<file path="config.mk">
export PLATFORM = sky130hd
export DESIGN_NAME = sdp_bram_scheduler
export DESIGN_NICKNAME = d
export VERILOG_FILES = /design/src/rtl/sdp_bram_scheduler_pkg.sv /design/src/rtl/rr_arbiter.sv /design/src/rtl/sdp_bram_scheduler.sv
export SDC_FILE = /design/constraint.sdc
export NUM_CORES = 1
export LEC_CHECK = 0
export ABC_AREA = 0
export BUFFER_PORTS_ARGS = -buffer_cell sky130_fd_sc_hd__buf_2
export CORE_UTILIZATION = 35
export DETAILED_ROUTE_END_ITERATION = 8
export PLACE_DENSITY = 0.7
export SKIP_CTS_REPAIR_TIMING = 1
export SYNTH_ARGS = -nofsm -noshare
export SYNTH_HDL_FRONTEND = slang
export SYNTH_HIERARCHICAL = 1
export SYNTH_SLANG_ARGS = --single-unit
</file>
<file path="constraint.sdc">
create_clock -name clk -period 7.6 [get_ports clk]
set_clock_uncertainty 0.2 [all_clocks]
set_input_delay 0.76 -clock clk [delete_from_list [all_inputs] [get_ports clk]]
set_output_delay 0.76 -clock clk [all_outputs]
set_load 0.005 [all_outputs]
</file>
<file path="src/rtl/sdp_bram_scheduler_pkg.sv">
// rtl/sdp_bram_scheduler_pkg.sv - shared state type and constants for the SDP BRAM scheduler
package sdp_bram_scheduler_pkg;

  typedef enum logic {
    ST_INIT = 1'b0,
    ST_RUN  = 1'b1
  } state_t;

  localparam int BE_W        = 4;
  localparam int RD_LAT_BASE = 2;

  // Read-grant to rsp_valid latency: address register, BRAM read, optional DO register.
  function automatic int rd_lat(input int do_reg);
    return RD_LAT_BASE + do_reg;
  endfunction

endpackage

</file>
<file path="src/rtl/rr_arbiter.sv">
// rtl/rr_arbiter.sv - round-robin arbiter; pointer holds the last granted client
module rr_arbiter
  import sdp_bram_scheduler_pkg::*;
#(
  parameter int N = 2,
  localparam int IW = (N > 1) ? $clog2(N) : 1
) (
  input  logic          clk,
  input  logic          rst,
  input  logic [N-1:0]  req,
  input  logic          en,
  output logic [N-1:0]  gnt,
  output logic [IW-1:0] gnt_idx
);

  logic [IW-1:0] r_ptr;
  logic          w_any;
  logic [IW-1:0] w_idx;
  int            w_sum;

  // gnt_idx is the candidate even when en is low, so the parent can inspect it.
  always_comb begin
    w_any = 1'b0;
    w_idx = '0;
    w_sum = 0;
    for (int k = 1; k <= N; k++) begin
      w_sum = int'(r_ptr) + k;
      if (w_sum >= N) w_sum = w_sum - N;
      if (!w_any && req[w_sum[IW-1:0]]) begin
        w_any = 1'b1;
        w_idx = w_sum[IW-1:0];
      end
    end
  end

  assign gnt_idx = w_idx;
  assign gnt     = (en && w_any) ? (N'(1) << w_idx) : '0;

  always_ff @(posedge clk) begin
    if (rst) begin
      r_ptr <= IW'(N - 1);
    end else if (en && w_any) begin
      r_ptr <= w_idx;
    end
  end

endmodule

</file>
<file path="src/rtl/sdp_bram_scheduler.sv">
// rtl/sdp_bram_scheduler.sv - shares one SDP BRAM between NREQ writers and NREQ readers
module sdp_bram_scheduler
  import sdp_bram_scheduler_pkg::*;
#(
  parameter int ADDR_W = 9,
  parameter int DATA_W = 36,
  parameter int NREQ   = 2,
  parameter int DO_REG = 0,
  localparam int IDW   = $clog2(NREQ)
) (
  input  logic                     clk,
  input  logic                     rst,
  input  logic [NREQ-1:0]          wr_valid,
  output logic [NREQ-1:0]          wr_ready,
  input  logic [NREQ*ADDR_W-1:0]   wr_addr,
  input  logic [NREQ*DATA_W-1:0]   wr_data,
  input  logic [NREQ*BE_W-1:0]     wr_be,
  input  logic [NREQ-1:0]          rd_valid,
  output logic [NREQ-1:0]          rd_ready,
  input  logic [NREQ*ADDR_W-1:0]   rd_addr,
  output logic                     rsp_valid,
  output logic [IDW-1:0]           rsp_id,
  output logic [DATA_W-1:0]        rsp_data,
  output logic                     init_done,
  output logic                     ram_wren,
  output logic [BE_W-1:0]          ram_we,
  output logic [ADDR_W-1:0]        ram_waddr,
  output logic [DATA_W-1:0]        ram_wdata,
  output logic                     ram_rden,
  output logic [ADDR_W-1:0]        ram_raddr,
  output logic                     ram_regce,
  input  logic [DATA_W-1:0]        ram_rdata
);

  localparam int RD_LAT = rd_lat(DO_REG);

  state_t              r_state;
  logic [ADDR_W-1:0]   r_fill;
  logic                r_init_done;
  logic                r_ram_wren;
  logic [BE_W-1:0]     r_ram_we;
  logic [ADDR_W-1:0]   r_ram_waddr;
  logic [DATA_W-1:0]   r_ram_wdata;
  logic                r_ram_rden;
  logic [ADDR_W-1:0]   r_ram_raddr;
  logic [RD_LAT-1:0]   r_pv;
  logic [IDW-1:0]      r_pid [RD_LAT];

  logic                w_run;
  logic                w_col;
  logic [NREQ-1:0]     w_wr_gnt;
  logic [NREQ-1:0]     w_rd_gnt;
  logic [IDW-1:0]      w_wr_idx;
  logic [IDW-1:0]      w_rd_idx;
  logic                w_wr_fire;
  logic                w_rd_fire;
  logic [ADDR_W-1:0]   w_wr_sel_addr;
  logic [ADDR_W-1:0]   w_rd_sel_addr;
  logic [DATA_W-1:0]   w_wr_sel_data;
  logic [BE_W-1:0]     w_wr_sel_be;

  assign w_run         = (r_state == ST_RUN);
  assign w_wr_sel_addr = wr_addr[w_wr_idx*ADDR_W +: ADDR_W];
  assign w_wr_sel_data = wr_data[w_wr_idx*DATA_W +: DATA_W];
  assign w_wr_sel_be   = wr_be[w_wr_idx*BE_W +: BE_W];
  assign w_rd_sel_addr = rd_addr[w_rd_idx*ADDR_W +: ADDR_W];

  // A read that hits the winning write's address waits a cycle so it observes the new data.
  assign w_col = (|wr_valid) && (|rd_valid) && (w_rd_sel_addr == w_wr_sel_addr);

  rr_arbiter #(.N(NREQ)) u_wr_arb (
    .clk     (clk),
    .rst     (rst),
    .req     (wr_valid),
    .en      (w_run),
    .gnt     (w_wr_gnt),
    .gnt_idx (w_wr_idx)
  );

  rr_arbiter #(.N(NREQ)) u_rd_arb (
    .clk     (clk),
    .rst     (rst),
    .req     (rd_valid),
    .en      (w_run && !w_col),
    .gnt     (w_rd_gnt),
    .gnt_idx (w_rd_idx)
  );

  assign wr_ready  = w_wr_gnt;
  assign rd_ready  = w_rd_gnt;
  assign w_wr_fire = |w_wr_gnt;
  assign w_rd_fire = |w_rd_gnt;

  always_ff @(posedge clk) begin
    if (rst) begin
      r_state     <= ST_INIT;
      r_fill      <= '0;
      r_init_done <= 1'b0;
      r_ram_wren  <= 1'b0;
      r_ram_we    <= '0;
      r_ram_waddr <= '0;
      r_ram_wdata <= '0;
      r_ram_rden  <= 1'b0;
      r_ram_raddr <= '0;
      r_pv        <= '0;
      for (int i = 0; i < RD_LAT; i++) r_pid[i] <= '0;
    end else begin
      r_pv     <= {r_pv[RD_LAT-2:0], w_rd_fire};
      r_pid[0] <= w_rd_idx;
      for (int i = 1; i < RD_LAT; i++) r_pid[i] <= r_pid[i-1];
      case (r_state)
        ST_INIT: begin
          r_ram_wren  <= 1'b1;
          r_ram_we    <= '1;
          r_ram_waddr <= r_fill;
          r_ram_wdata <= '0;
          r_ram_rden  <= 1'b0;
          if (r_fill == '1) begin
            r_state     <= ST_RUN;
            r_init_done <= 1'b1;
          end else begin
            r_fill <= r_fill + ADDR_W'(1);
          end
        end
        ST_RUN: begin
          r_ram_wren <= w_wr_fire;
          r_ram_we   <= w_wr_fire ? w_wr_sel_be : '0;
          r_ram_rden <= w_rd_fire;
          if (w_wr_fire) begin
            r_ram_waddr <= w_wr_sel_addr;
            r_ram_wdata <= w_wr_sel_data;
          end
          if (w_rd_fire) r_ram_raddr <= w_rd_sel_addr;
        end
        default: r_state <= ST_INIT;
      endcase
    end
  end

  assign init_done = r_init_done;
  assign ram_wren  = r_ram_wren;
  assign ram_we    = r_ram_we;
  assign ram_waddr = r_ram_waddr;
  assign ram_wdata = r_ram_wdata;
  assign ram_rden  = r_ram_rden;
  assign ram_raddr = r_ram_raddr;
  assign ram_regce = (DO_REG != 0) && r_pv[1];
  assign rsp_valid = r_pv[RD_LAT-1];
  assign rsp_id    = r_pid[RD_LAT-1];
  assign rsp_data  = ram_rdata;

endmodule

</file>
==> results of run 1 <==
power groups by stage:
stage | clock [W] | combinational [W] | sequential (W)
2_1_floorplan | 0 | 0.0000595 | 0.000419
3_3_place_gp | 0 | 0.0000828 | 0.000419
3_5_place_dp | 0 | 0.0000852 | 0.000420
4_1_cts | 0.000326 | 0.0000857 | 0.000410
5_1_grt | 0.000342 | 0.0000935 | 0.000410
6_report | 0.000314 | 0.0000846 | 0.000410
sequential cells by signal, summed over array words and instances (netlist names):
name            flops
ram_raddr           9
r_state             1
r_fill              9
u_wr_arb/r_ptr      1
r_pid               2
ram_rden            1
u_rd_arb/r_ptr      1
ram_wren            1
r_pv                2
ram_waddr           9
init_done           1
ram_wdata          36
ram_we              4
final cells by class:
cell class	instances	share of cell area, %
timing repair buffer	191	20.6
clock inverter	4	1.02
tap	136	3.64
sequential	77	32.9
multi-input combinational	266	38.3
inverter	3	0.241
clock buffer	11	3.24
how the worst max path moves through the flow:
stage,slack [ns],depth (start not counted),startpoint,to
global placement,3.51,8,rd_valid[1],rd_ready[1]
global route,3.18,9,rd_valid[1],rd_ready[0]
CTS,3.40,9,rd_valid[1],rd_ready[0]
floorplan,4.36,14,wr_valid[1],ram_raddr[7]
detailed placement,3.40,9,rd_valid[1],rd_ready[0]
finish,3.35,9,rd_valid[1],rd_ready[0]
per-stage QoR:
| stage | worst slack [ns] | cells | area, µm² | utilization, % | hold slack [ns] |
|---|---|---|---|---|---|
| floorplan | 4.36 | 412 | 3760 | - | 0.214 |
| global placement | 3.51 | 673 | 4480 | 43.2 | 0.225 |
| detailed placement | 3.40 | 673 | 4480 | 43.2 | 0.225 |
| CTS | 3.40 | 688 | 4680 | 45.1 | 0.232 |
| global route | 3.18 | 688 | 4680 | 45.1 | 0.257 |
| finish | 3.35 | 688 | 4680 | 45.1 | 0.228 |
logic make-up after synthesis:
kind of cell	after synthesis	synth area share, %
compound gates	81	14.8
xor+xnor	16	3.73
fa+ha+maj	2	0.666
buf+inv	69	11.6
flops	77	41.0
mux	58	15.6
other cells	1	0.0998
simple gates	108	12.5
per-layer routing:
metal  GRT usage, %  share of wire, %  up-vias
met2           29.2                49      146
met1           21.0                42     1510
met3           4.82               7.4       33
met4           6.45               2.1        0
li1               -                 -     1675
met5              0                 0        -
worst max-delay path, delay by kind of cell:
family          cells  cell delay [ns]
mux                 1             0.40
compound gates      3             1.48
xor+xnor            1             0.18
buf+inv             2             0.26
simple gates        2             0.20
layout by cell type (no fill, tap or decap), types with 2 or more instances in the layout:
cell type / synthesis / routed
sky130_fd_sc_hd__clkinv_2: 0 / 2
sky130_fd_sc_hd__nor2b_1: 3 / 3
sky130_fd_sc_hd__nor2_1: 63 / 63
sky130_fd_sc_hd__ha_1: 2 / 2
sky130_fd_sc_hd__o21ai_0: 2 / 2
sky130_fd_sc_hd__o211ai_1: 9 / 9
sky130_fd_sc_hd__a21oi_1: 19 / 19
sky130_fd_sc_hd__and2_1: 2 / 2
sky130_fd_sc_hd__dfxtp_1: 77 / 77
sky130_fd_sc_hd__nand2_1: 24 / 24
sky130_fd_sc_hd__mux2_1: 4 / 4
sky130_fd_sc_hd__buf_4: 41 / 3
sky130_fd_sc_hd__nand4_1: 4 / 4
sky130_fd_sc_hd__buf_2: 6 / 188
sky130_fd_sc_hd__clkbuf_8: 0 / 11
sky130_fd_sc_hd__a211o_1: 2 / 2
sky130_fd_sc_hd__and3_1: 2 / 2
sky130_fd_sc_hd__and3b_1: 3 / 3
sky130_fd_sc_hd__a211oi_1: 45 / 45
sky130_fd_sc_hd__xor2_1: 12 / 12
sky130_fd_sc_hd__mux2i_1: 54 / 54
sky130_fd_sc_hd__nor4_1: 2 / 2
sky130_fd_sc_hd__inv_1: 2 / 2
sky130_fd_sc_hd__xnor2_1: 4 / 4
==> impl_summary.log, run 1 <==
[metrics] run status: completed
[metrics] leakage dissipation: approximately 2.1 nW
[metrics] relative contribution of sequential cells to total power: 50.7%
[metrics] worst hold endpoint: r_pv[1]
[metrics] post-route minimum period: 4.25 ns
[metrics] endpoint of the worst-slack reg-to-reg timing path: ram_raddr[4]
[metrics] fin nets: about 700
[metrics] CP Data Arrival Time: 3.29 ns
[metrics] Total Routed Length: 9860 µm
[metrics] max capacitance violation total: 0
[metrics] Synthesis Warnings: 6
[metrics] GRT Overall Usage: 17.4%
[metrics] Cells after Synth: 412
[metrics] area of the placeable core: between 0.01 and 0.015 mm²
[metrics] sw power: 0.000189 W
[metrics] cell type with the largest total area after synthesis: sky130_fd_sc_hd__dfxtp_1
[metrics] router iterations before antenna repair: 4
[metrics] Power Density: 173 mW/mm²
[metrics] VDD IR max: 0.0921 mV
[metrics] Routability Congestion: 0.842
[metrics] Max stage delay cell, worst path: sky130_fd_sc_hd__a21boi_1
[metrics] final antenna diode count: 0
[metrics] final hold violation count: 0
[metrics] unrepaired setup endpoints after global routing: false
[metrics] DIE WIDTH: 106 µm
[metrics] TritonCTS clock tree: done
[metrics] Synth top area share: 41.0%
[metrics] die area: 0.0112 mm²
[metrics] count of H-tree levels built during CTS: 3
[metrics] unique cell type count in the Yosys netlist: 35
[metrics] Slew Viols, Final: 0
[metrics] iteration-0 DRC count of the detailed router: ~180
[metrics] proportion of power drawn by combinational gates: 10.5%
[metrics] slack of the worst reg-to-reg path: 3.99 ns
[metrics] reg-to-reg critical path startpoint: u_rd_arb/r_ptr
[metrics] most frequent cells after synthesis: 77 x sky130_fd_sc_hd__dfxtp_1, 63 x sky130_fd_sc_hd__nor2_1, 54 x sky130_fd_sc_hd__mux2i_1, 45 x sky130_fd_sc_hd__a211oi_1, 41 x sky130_fd_sc_hd__buf_4
[metrics] Sequential cell area: 0.00154 mm²
[metrics] wire length of the first global-routing pass: 15,500 µm
[metrics] gr ovfl total: 0
[metrics] maximum clock rate: 235 MHz
[metrics] CTS Buf Count: 9
[metrics] setup total negative slack: 0 ns
[metrics] Hold Path Class: register to register
[metrics] ordered list of cells on the worst path: buf_2 -> a21boi_1 -> mux2i_1 -> xor2_1 -> nor4_1 -> a41oi_1 -> nand2_1 -> a21oi_1 -> buf_2
[metrics] Cell Int Power: slightly above 0.0006 W
[metrics] Slew headroom: 19.4%
[metrics] count of vias placed by the detailed router: 3,364
[metrics] proportion of total power due to net switching: roughly a quarter
[metrics] final critical-path share of the clock period: a little under three fifths
[metrics] number of cells on the worst hold path: 1
[metrics] number of clock sinks: 77
[metrics] Initial Util: 36.2%
[metrics] WL per Instance: 14.3 µm
[metrics] # fillers: 1,025
[metrics] Top cell by count, worst path: sky130_fd_sc_hd__buf_2
[metrics] row count: 37
[metrics] worst-margin pin slew: around 1.2 ns
[metrics] count of flip-flops with a built-in enable after synthesis: 0
[metrics] residual DRC count: 0
[metrics] Critical Setup Path Class: input pin to primary output
[metrics] ratio of cells with drive above 1 in the final layout: 38.2%
[metrics] ys async rst share: 0%
[metrics] highest net fanout along the worst path: 11
[metrics] sequential element share of the synthesized area: 41.0%
[metrics] largest buffer count on any clock path: 2
[metrics] R2R depth: 11
[metrics] Finish-stage setup viols: 0
[metrics] CP endpoint kind: primary output
[metrics] initial antenna violation count: 0
[metrics] estimated wirelength of the detail-placed design: 7350 µm
[metrics] Primary FF master, synth: sky130_fd_sc_hd__dfxtp_1
[metrics] pin count of the biggest net entering global routing: 65
[metrics] count of state elements after synthesis: slightly below 80
[metrics] dominant cells by area after synthesis: sky130_fd_sc_hd__dfxtp_1 41%, sky130_fd_sc_hd__mux2i_1 14%, sky130_fd_sc_hd__a211oi_1 9.0%
[metrics] worst path required time: 6.64 ns
[metrics] crit start category: input pin
[metrics] clock root buffer: sky130_fd_sc_hd__clkbuf_8
[metrics] combined area of the multi-input logic cells: 0.00179 mm²
[metrics] sum of internal, switching and leakage power: 0.000808 W
[metrics] input/output buffers: 188
[metrics] per-cell via count in the routed design: 4.89
[metrics] Clock Power Share: 38.8%
[metrics] cell area after synthesis: 0.00376 mm²
[metrics] mean area per synthesized cell: around 9 µm²
[metrics] IO Pins: 262
[metrics] die height: 106 µm
[metrics] Routed Antenna Nets: 0
[metrics] Synth-to-Final Area Change: 24.5%
[metrics] min-delay src: r_pv[0]
[metrics] clock transition time at the flip-flop clock pins of the worst setup and hold paths: 0.08 ns
[metrics] most frequent cell after synthesis: sky130_fd_sc_hd__dfxtp_1
[metrics] CP max stage delay: between 0.9 and 1 ns
[metrics] Syn Nets: 572
[metrics] clock latency at the later pin of the worst-skew pair: 0.35 ns
[metrics] vias in the first global route: 3,258
(Power assumes the default switching activity.)
==> inputs of run 2 (changes only) <==
PLACE_DENSITY = 0.73   (was 0.7)
clock period = 3.6 ns   (was 7.6 ns; I/O delays follow)
==> run 2 against run 1 <==
Compared with the run above: critical path depth up 2; non-clock buffer count up 4; sequential share of layout area down 0.33 points; global-route usage down 0.66 points; total power grew 110%; combinational power increased by 110%; design area is 1.0% higher; core utilization increased by 0.46 points.
==> impl_summary.log, run 2 (synthesis results as in run 1) <==
[metrics] row count: 37 (unchanged)
[metrics] estimated wirelength of the detail-placed design: 7340 µm (-0.20%)
[metrics] Finish-stage setup viols: 0 (unchanged)
[metrics] initial antenna violation count: 0 (unchanged)
[metrics] proportion of total power due to net switching: 24.3% (+0.99 points)
[metrics] relative contribution of sequential cells to total power: 50.4% (-0.3 points)
[metrics] clock latency at the later pin of the worst-skew pair: 0.34 ns (about the same)
[metrics] Hold Path Class: input pin to register
[metrics] CP Data Arrival Time: 3.32 ns (+0.03 ns)
[metrics] Total Routed Length: 9750 µm (-1.1%)
[metrics] die area: 0.0112 mm² (unchanged)
[metrics] largest buffer count on any clock path: 2 (unchanged)
[metrics] commonest non-fill, non-tap cells in the layout: 188 x sky130_fd_sc_hd__buf_2, 77 x sky130_fd_sc_hd__dfxtp_1, 63 x sky130_fd_sc_hd__nor2_1
[metrics] sw power: 0.000417 W (+120%)
[metrics] iteration-0 DRC count of the detailed router: 110 (-38%)
[metrics] maximum clock rate: 306 MHz
[metrics] clock transition time at the flip-flop clock pins of the worst setup and hold paths: 0.09 ns (about the same)
[metrics] VDD IR max: 0.205 mV (+120%)
[metrics] Routability Congestion: 0.796 (-5.4%)
[metrics] Routed Antenna Nets: 0 (unchanged)
[metrics] count of H-tree levels built during CTS: 3 (unchanged)
[metrics] highest net fanout along the worst path: 18 (+7)
[metrics] GRT Overall Usage: 16.7% (-0.66 points)
[metrics] Power Density: 363 mW/mm² (+110%)
[metrics] count of vias placed by the detailed router: 3,393 (+0.86%)
[metrics] final antenna diode count: 0 (unchanged)
[metrics] router iterations before antenna repair: 4 (unchanged)
[metrics] worst-margin pin slew: 0.556 ns (-0.651 ns)
[metrics] final critical-path share of the clock period: 90.7%
[metrics] unrepaired setup endpoints after global routing: false
[metrics] worst path required time: 3.66 ns (-2.98 ns)
[metrics] area of the placeable core: 0.0104 mm² (unchanged)
[metrics] CTS Buf Count: 9 (unchanged)
[metrics] max capacitance violation total: 0 (unchanged)
[metrics] fin nets: 712 (+0.56%)
[metrics] most common library cell in the layout ignoring fill and taps: sky130_fd_sc_hd__buf_2
[metrics] Synth-to-Final Area Change: 25.7%
[metrics] clock root buffer: sky130_fd_sc_hd__clkbuf_8
[metrics] post-route minimum period: approximately 3.3 ns
[metrics] Critical Setup Path Class: register to register
[metrics] proportion of power drawn by combinational gates: 10.5% (about the same)
[metrics] setup total negative slack: 0 ns (unchanged)
[metrics] number of cells on the worst hold path: 3 (+2)
[metrics] input/output buffers: 188 (unchanged)
[metrics] final cell count without fillers: 693 (+0.73%)
[metrics] total placed cells including tap cells: 677 (+0.59%)
[metrics] wire length of the first global-routing pass: 14,800 µm (-4.4%)
[metrics] Slew headroom: 62.9% (+44 points)
[metrics] run status: completed
[metrics] gr ovfl total: 0 (unchanged)
[metrics] final hold violation count: 0 (unchanged)
[metrics] vias in the first global route: 3,154 (-3.2%)
[metrics] # fillers: 1,044 (+1.9%)
[metrics] die height: 106 µm (unchanged)
[metrics] Initial Util: 36.2% (unchanged)
[metrics] Util after Layout: 45.6% (+0.46 points)
[metrics] leakage dissipation: 2.11 nW (+0.97%)
[metrics] residual DRC count: 0 (unchanged)
[metrics] TritonCTS clock tree: done
[metrics] Clock Power Share: 39.1% (+0.3 points)
[metrics] Slew Viols, Final: 0 (unchanged)
[metrics] ratio of cells with drive above 1 in the final layout: 38.6% (+0.38 points)
[metrics] IO Pins: 262 (unchanged)
[metrics] crit start category: register
[metrics] WL per Instance: 14.1 µm (-1.8%)
[metrics] slack of the worst reg-to-reg path: 0.34 ns (-3.65 ns)
[metrics] R2R depth: 11 (unchanged)
[metrics] CP endpoint kind: register
[metrics] DIE WIDTH: 106 µm (unchanged)
[metrics] Cell Int Power: 0.00130 W (+110%)
[metrics] number of clock sinks: 77 (unchanged)
[metrics] pin count of the biggest net entering global routing: 69 (+6.2%)
[metrics] per-cell via count in the routed design: 4.90 (+0.13%)
[metrics] flip-flop count of the largest register after layout: 36 (unchanged)
==> run 2: path summary, 6_finish.rpt <==
kind / start / end
hold reg to reg: r_pv[0] / r_pv[1]
setup / recovery: u_wr_arb/r_ptr / ram_raddr[7]
setup reg to reg: u_wr_arb/r_ptr / ram_raddr[7]
hold / removal: rst / ram_rden
==> run 2: power groups by stage <==
stage,Clock (W),Sequential [W],Combinational (W)
after global placement,0,0.000885,0.000175
after floorplan,0,0.000885,0.000126
after global routing,0.000735,0.000866,0.000197
final,0.000670,0.000865,0.000180
after CTS,0.000696,0.000865,0.000181
after detailed placement,0,0.000885,0.000180
==> run 2: final cells by class <==
class	count	area [µm²]	area share, %
Inverter	3	11.3	0.238
Tap cell	136	170	3.60
Multi-Input combinational cell	266	1800	38.0
Timing Repair Buffer	195	1010	21.3
Clock buffer	11	141	2.99
Clock inverter	5	60.1	1.27
Sequential cell	77	1540	32.6
==> run 2: metrics by stage <==
step / power [W] / hold slack (ns) / cell area [µm²] / worst slack (ns)
floorplan: 0.00101 / 0.214 / 3760 / 0.757
detailed placement: 0.00107 / 0.228 / 4520 / 0.265
finish: 0.00172 / 0.104 / 4730 / 0.336
global route: 0.00180 / 0.0969 / 4730 / 0.123
global placement: 0.00106 / 0.223 / 4520 / 0.477
CTS: 0.00174 / 0.0911 / 4730 / 0.370
==> run 2: metal layers <==
metal  wire (µm)  share of wire (%)  global-route usage (%)  up-vias
li1            -                  -                       -     1686
met1        4140                 42                    19.0     1548
met2        4750                 49                    29.1      126
met3         628                6.4                    5.01       33
met4         234                2.4                    6.75        0
met5           0                  0                       0        -
==> run 2: critical path, cell delays in order (launching register included) <==
cell and delay (ns):
sky130_fd_sc_hd__dfxtp_1 0.36, sky130_fd_sc_hd__a21boi_4 0.42, sky130_fd_sc_hd__buf_4 0.26, sky130_fd_sc_hd__mux2i_1 0.39, sky130_fd_sc_hd__xnor2_1 0.12, sky130_fd_sc_hd__a41oi_1 0.33, sky130_fd_sc_hd__nand2_1 0.12, sky130_fd_sc_hd__a21oi_1 0.19
sky130_fd_sc_hd__nor2_1 0.12, sky130_fd_sc_hd__nor2_4 0.33, sky130_fd_sc_hd__nor2_1 0.08, sky130_fd_sc_hd__a211oi_1 0.25
==> inputs of run 3 (changes only) <==
PLACE_DENSITY = 0.72   (was 0.73)
SYNTH_HIERARCHICAL = unset   (was 1)
==> run 3 against run 2 <==
Compared with the run above: synthesized cell count up 13%; critical path depth down 4; register-to-register slack better by 0.77 ns; largest power group unchanged; sequential cell count unchanged; first-iteration DRC count up 75%; global-route usage up 2.3 points; maximum frequency up 7.7%; critical endpoint is now rd_ready[0]; non-clock buffer count down 2; via count up 7.8%; final cell count up 6.6%.
==> impl_summary.log, run 3 <==
[metrics] commonest non-fill, non-tap cells in the layout: 188 x sky130_fd_sc_hd__buf_2, 85 x sky130_fd_sc_hd__nand2_1, 77 x sky130_fd_sc_hd__dfxtp_1
[metrics] flip-flop count of the largest register after layout: 36 (unchanged)
[metrics] Power Density: 366 mW/mm² (+0.79%)
[metrics] Finish-stage setup viols: 0 (unchanged)
[metrics] router iterations before antenna repair: 4 (unchanged)
[metrics] reg-to-reg critical path startpoint: u_wr_arb.r_ptr
[metrics] clock transition time at the flip-flop clock pins of the worst setup and hold paths: 0.09 ns (about the same)
[metrics] CP endpoint kind: primary output
[metrics] crit start category: register
[metrics] cell type with the largest total area after synthesis: sky130_fd_sc_hd__dfxtp_1
[metrics] met2 global-route usage: 32.5% (+3.4 points)
[metrics] final hold violation count: 0 (unchanged)
[metrics] CP Data Arrival Time: 2.47 ns (-0.85 ns)
[metrics] Initial Util: 36.4% (+0.12 points)
[metrics] endpoint of the worst-slack reg-to-reg timing path: ram_raddr[2]
[metrics] largest buffer count on any clock path: 2 (unchanged)
[metrics] row count: 37 (unchanged)
[metrics] # fillers: 1,047 (+0.29%)
[metrics] leakage dissipation: 2.28 nW (+8.2%)
[metrics] Synthesis Warnings: 0 (-6)
[metrics] met1 Track Usage GR: 22.6% (+3.6 points)
[metrics] worst path required time: 3.04 ns (-0.62 ns)
[metrics] clock root buffer: sky130_fd_sc_hd__clkbuf_8
[metrics] maximum clock rate: 330 MHz (+7.7%)
[metrics] run status: completed
[metrics] initial antenna violation count: 0 (unchanged)
[metrics] met3 layer usage reported by global route: 3.09% (-1.9 points)
[metrics] per-cell via count in the routed design: 4.95 (+1.1%)
[metrics] slack of the worst reg-to-reg path: 1.11 ns (+0.77 ns)
[metrics] most frequent cells after synthesis: 85 x sky130_fd_sc_hd__nand2_1, 77 x sky130_fd_sc_hd__dfxtp_1, 72 x sky130_fd_sc_hd__nor2_1, 38 x sky130_fd_sc_hd__buf_4, 36 x sky130_fd_sc_hd__a311oi_1
[metrics] Syn Nets: 625 (+9.3%)
[metrics] VDD IR max: 0.202 mV (-1.7%)
[metrics] TritonCTS clock tree: done
[metrics] dominant cells by area after synthesis: sky130_fd_sc_hd__dfxtp_1 41%, sky130_fd_sc_hd__nand2_1 8.5%, sky130_fd_sc_hd__a311oi_1 8.4%
[metrics] highest net fanout along the worst path: 14 (-4)
[metrics] endpoint of the worst setup timing path: rd_ready[0]
[metrics] Hold Path Class: input pin to register
[metrics] placed standard-cell area: 0.00450 mm² (-0.58%)
[metrics] ys async rst share: 0% (unchanged)
[metrics] count of flip-flops with a built-in enable after synthesis: 0 (unchanged)
[metrics] pin count of the biggest net entering global routing: 71 (+2.9%)
[metrics] CTS Buf Count: 9 (unchanged)
[metrics] die area: 0.0112 mm² (+0.32%)
[metrics] Slew Viols, Final: 0 (unchanged)
[metrics] worst-margin pin slew: 0.740 ns (+0.184 ns)
[metrics] final instance area: 0.00469 mm² (-0.77%)
[metrics] DIE WIDTH: 106 µm (+0.16%)
[metrics] clock latency at the later pin of the worst-skew pair: 0.34 ns (about the same)
[metrics] Slew headroom: 50.7% (-12 points)
[metrics] gr ovfl total: 0 (unchanged)
[metrics] Critical Setup Path Class: register to primary output
[metrics] vias in the first global route: 3,482 (+10%)
[metrics] WL per Instance: 14.6 µm (+4.0%)
[metrics] residual DRC count: 0 (unchanged)
[metrics] Synth top area share: 40.9% (-0.14 points)
[metrics] ratio of cells with drive above 1 in the final layout: 35.5% (-3.1 points)
[metrics] unrepaired setup endpoints after global routing: false
[metrics] Primary FF master, synth: sky130_fd_sc_hd__dfxtp_1
[metrics] most common library cell in the layout ignoring fill and taps: sky130_fd_sc_hd__buf_2
[metrics] GRT Overall Usage: 19.0% (+2.3 points)
[metrics] most frequent cell after synthesis: sky130_fd_sc_hd__nand2_1
[metrics] Synth-to-Final Area Change: 24.4%
[metrics] number of clock sinks: 77 (unchanged)
[metrics] mean area per synthesized cell: 8.11 µm² (-11%)
[metrics] final antenna diode count: 0 (unchanged)
[metrics] fin nets: 758 (+6.5%)
[metrics] count of vias placed by the detailed router: 3,657 (+7.8%)
[metrics] Sequential cell area: 0.00154 mm² (unchanged)
[metrics] max capacitance violation total: 0 (unchanged)
[metrics] estimated wirelength of the detail-placed design: 7990 µm (+8.9%)
[metrics] number of cells on the worst hold path: 3 (unchanged)
[metrics] R2R depth: 6 (-5)
[metrics] busiest grt layer: met2
[metrics] post-route minimum period: 3.03 ns (-0.234 ns)
[metrics] area of the placeable core: 0.0104 mm² (unchanged)
[metrics] sequential element share of the synthesized area: 40.9% (-0.14 points)
[metrics] cell area after synthesis: 0.00377 mm² (+0.33%)
[metrics] combined area of the multi-input logic cells: 0.00177 mm² (-1.6%)
[metrics] IO Pins: 262 (unchanged)
[metrics] final critical-path share of the clock period: 84.2% (-6.5 points)
[metrics] source of the critical timing path: u_wr_arb.r_ptr
[metrics] input/output buffers: 188 (unchanged)
[metrics] unique cell type count in the Yosys netlist: 35 (unchanged)
[metrics] Routability Congestion: 0.937 (+18%)
[metrics] Total Routed Length: 10,800 µm (+11%)
[metrics] wire length of the first global-routing pass: 17,000 µm (+15%)
[metrics] die height: 106 µm (+0.16%)
[metrics] Routed Antenna Nets: 0 (unchanged)
[metrics] setup total negative slack: 0 ns (unchanged)
[metrics] count of state elements after synthesis: 77 (unchanged)
[metrics] Cells after Synth: 465 (+13%)
[metrics] iteration-0 DRC count of the detailed router: 192 (+75%)
[metrics] count of H-tree levels built during CTS: 3 (unchanged)
-- run 3: layer usage --
metal	up-vias	share of wire [%]	wire, µm
met1	1663	41	4440
met3	42	4.9	531
met4	0	4.0	437
met2	133	50	5410
li1	1819	-	-
met5	-	0	0
-- run 3: critical path, cell delays in order, from the launching register on --
cell                       delay, ns
sky130_fd_sc_hd__dfxtp_1        0.36
sky130_fd_sc_hd__a21boi_4       0.40
sky130_fd_sc_hd__mux2i_1        0.33
sky130_fd_sc_hd__xor2_1         0.15
sky130_fd_sc_hd__nor4_4         0.33
sky130_fd_sc_hd__a31o_2         0.37
sky130_fd_sc_hd__nor2_1         0.07
sky130_fd_sc_hd__buf_2          0.13
-- run 3: per-stage QoR --
step	hold WS [ns]	std cells	setup slack (ns)	utilization [%]	total power, W
after floorplan	0.214	465	1.21	-	0.00103
after global placement	0.223	723	0.799	43.4	0.00109
after detailed placement	0.231	723	0.733	43.4	0.00110
after CTS	0.0553	739	0.538	45.2	0.00174
after global routing	0.0608	739	0.374	45.2	0.00180
final	0.0705	739	0.571	45.2	0.00172
-- run 3: cell type report --
cell class,instances,share of cell area [%]
multi-input cells,306,37.7
flip-flops and latches,77,32.9
repair buffers,193,20.9
well taps,136,3.63
clock buffers,10,2.72
clock inverters,6,1.36
inverters,11,0.880
-- run 3: worst min-delay path by stage --
stage | start | endpoint | slack (ns)
4_1_cts | wr_data[55] | ram_wdata[19] | 0.06
3_5_place_dp | r_pid[0][0] | r_pid[0][1] | 0.23
2_1_floorplan | r_pid[0][0] | r_pid[0][1] | 0.21
6_report | wr_data[55] | ram_wdata[19] | 0.07
3_3_place_gp | r_pid[0][0] | r_pid[0][1] | 0.22
5_1_grt | wr_data[42] | ram_wdata[6] | 0.06
-- run 3: power by group --
part           switching [W]  internal (W)  total [W]  leakage [nW]
Clock               0.000320      0.000319   0.000639        0.0923
Sequential        0.00000550      0.000859   0.000865         0.623
Combinational       0.000116     0.0000948   0.000211          1.57
Total               0.000442       0.00127    0.00172          2.28
-- run 3: kinds of logic after synthesis --
kind of cell | share of synthesized area, %
xor+xnor | 3.25
simple gates | 20.8
other cells | 0.0994
flops | 40.9
mux | 4.78
buf+inv | 12.3
fa+ha+maj | 0.663
compound gates | 17.2
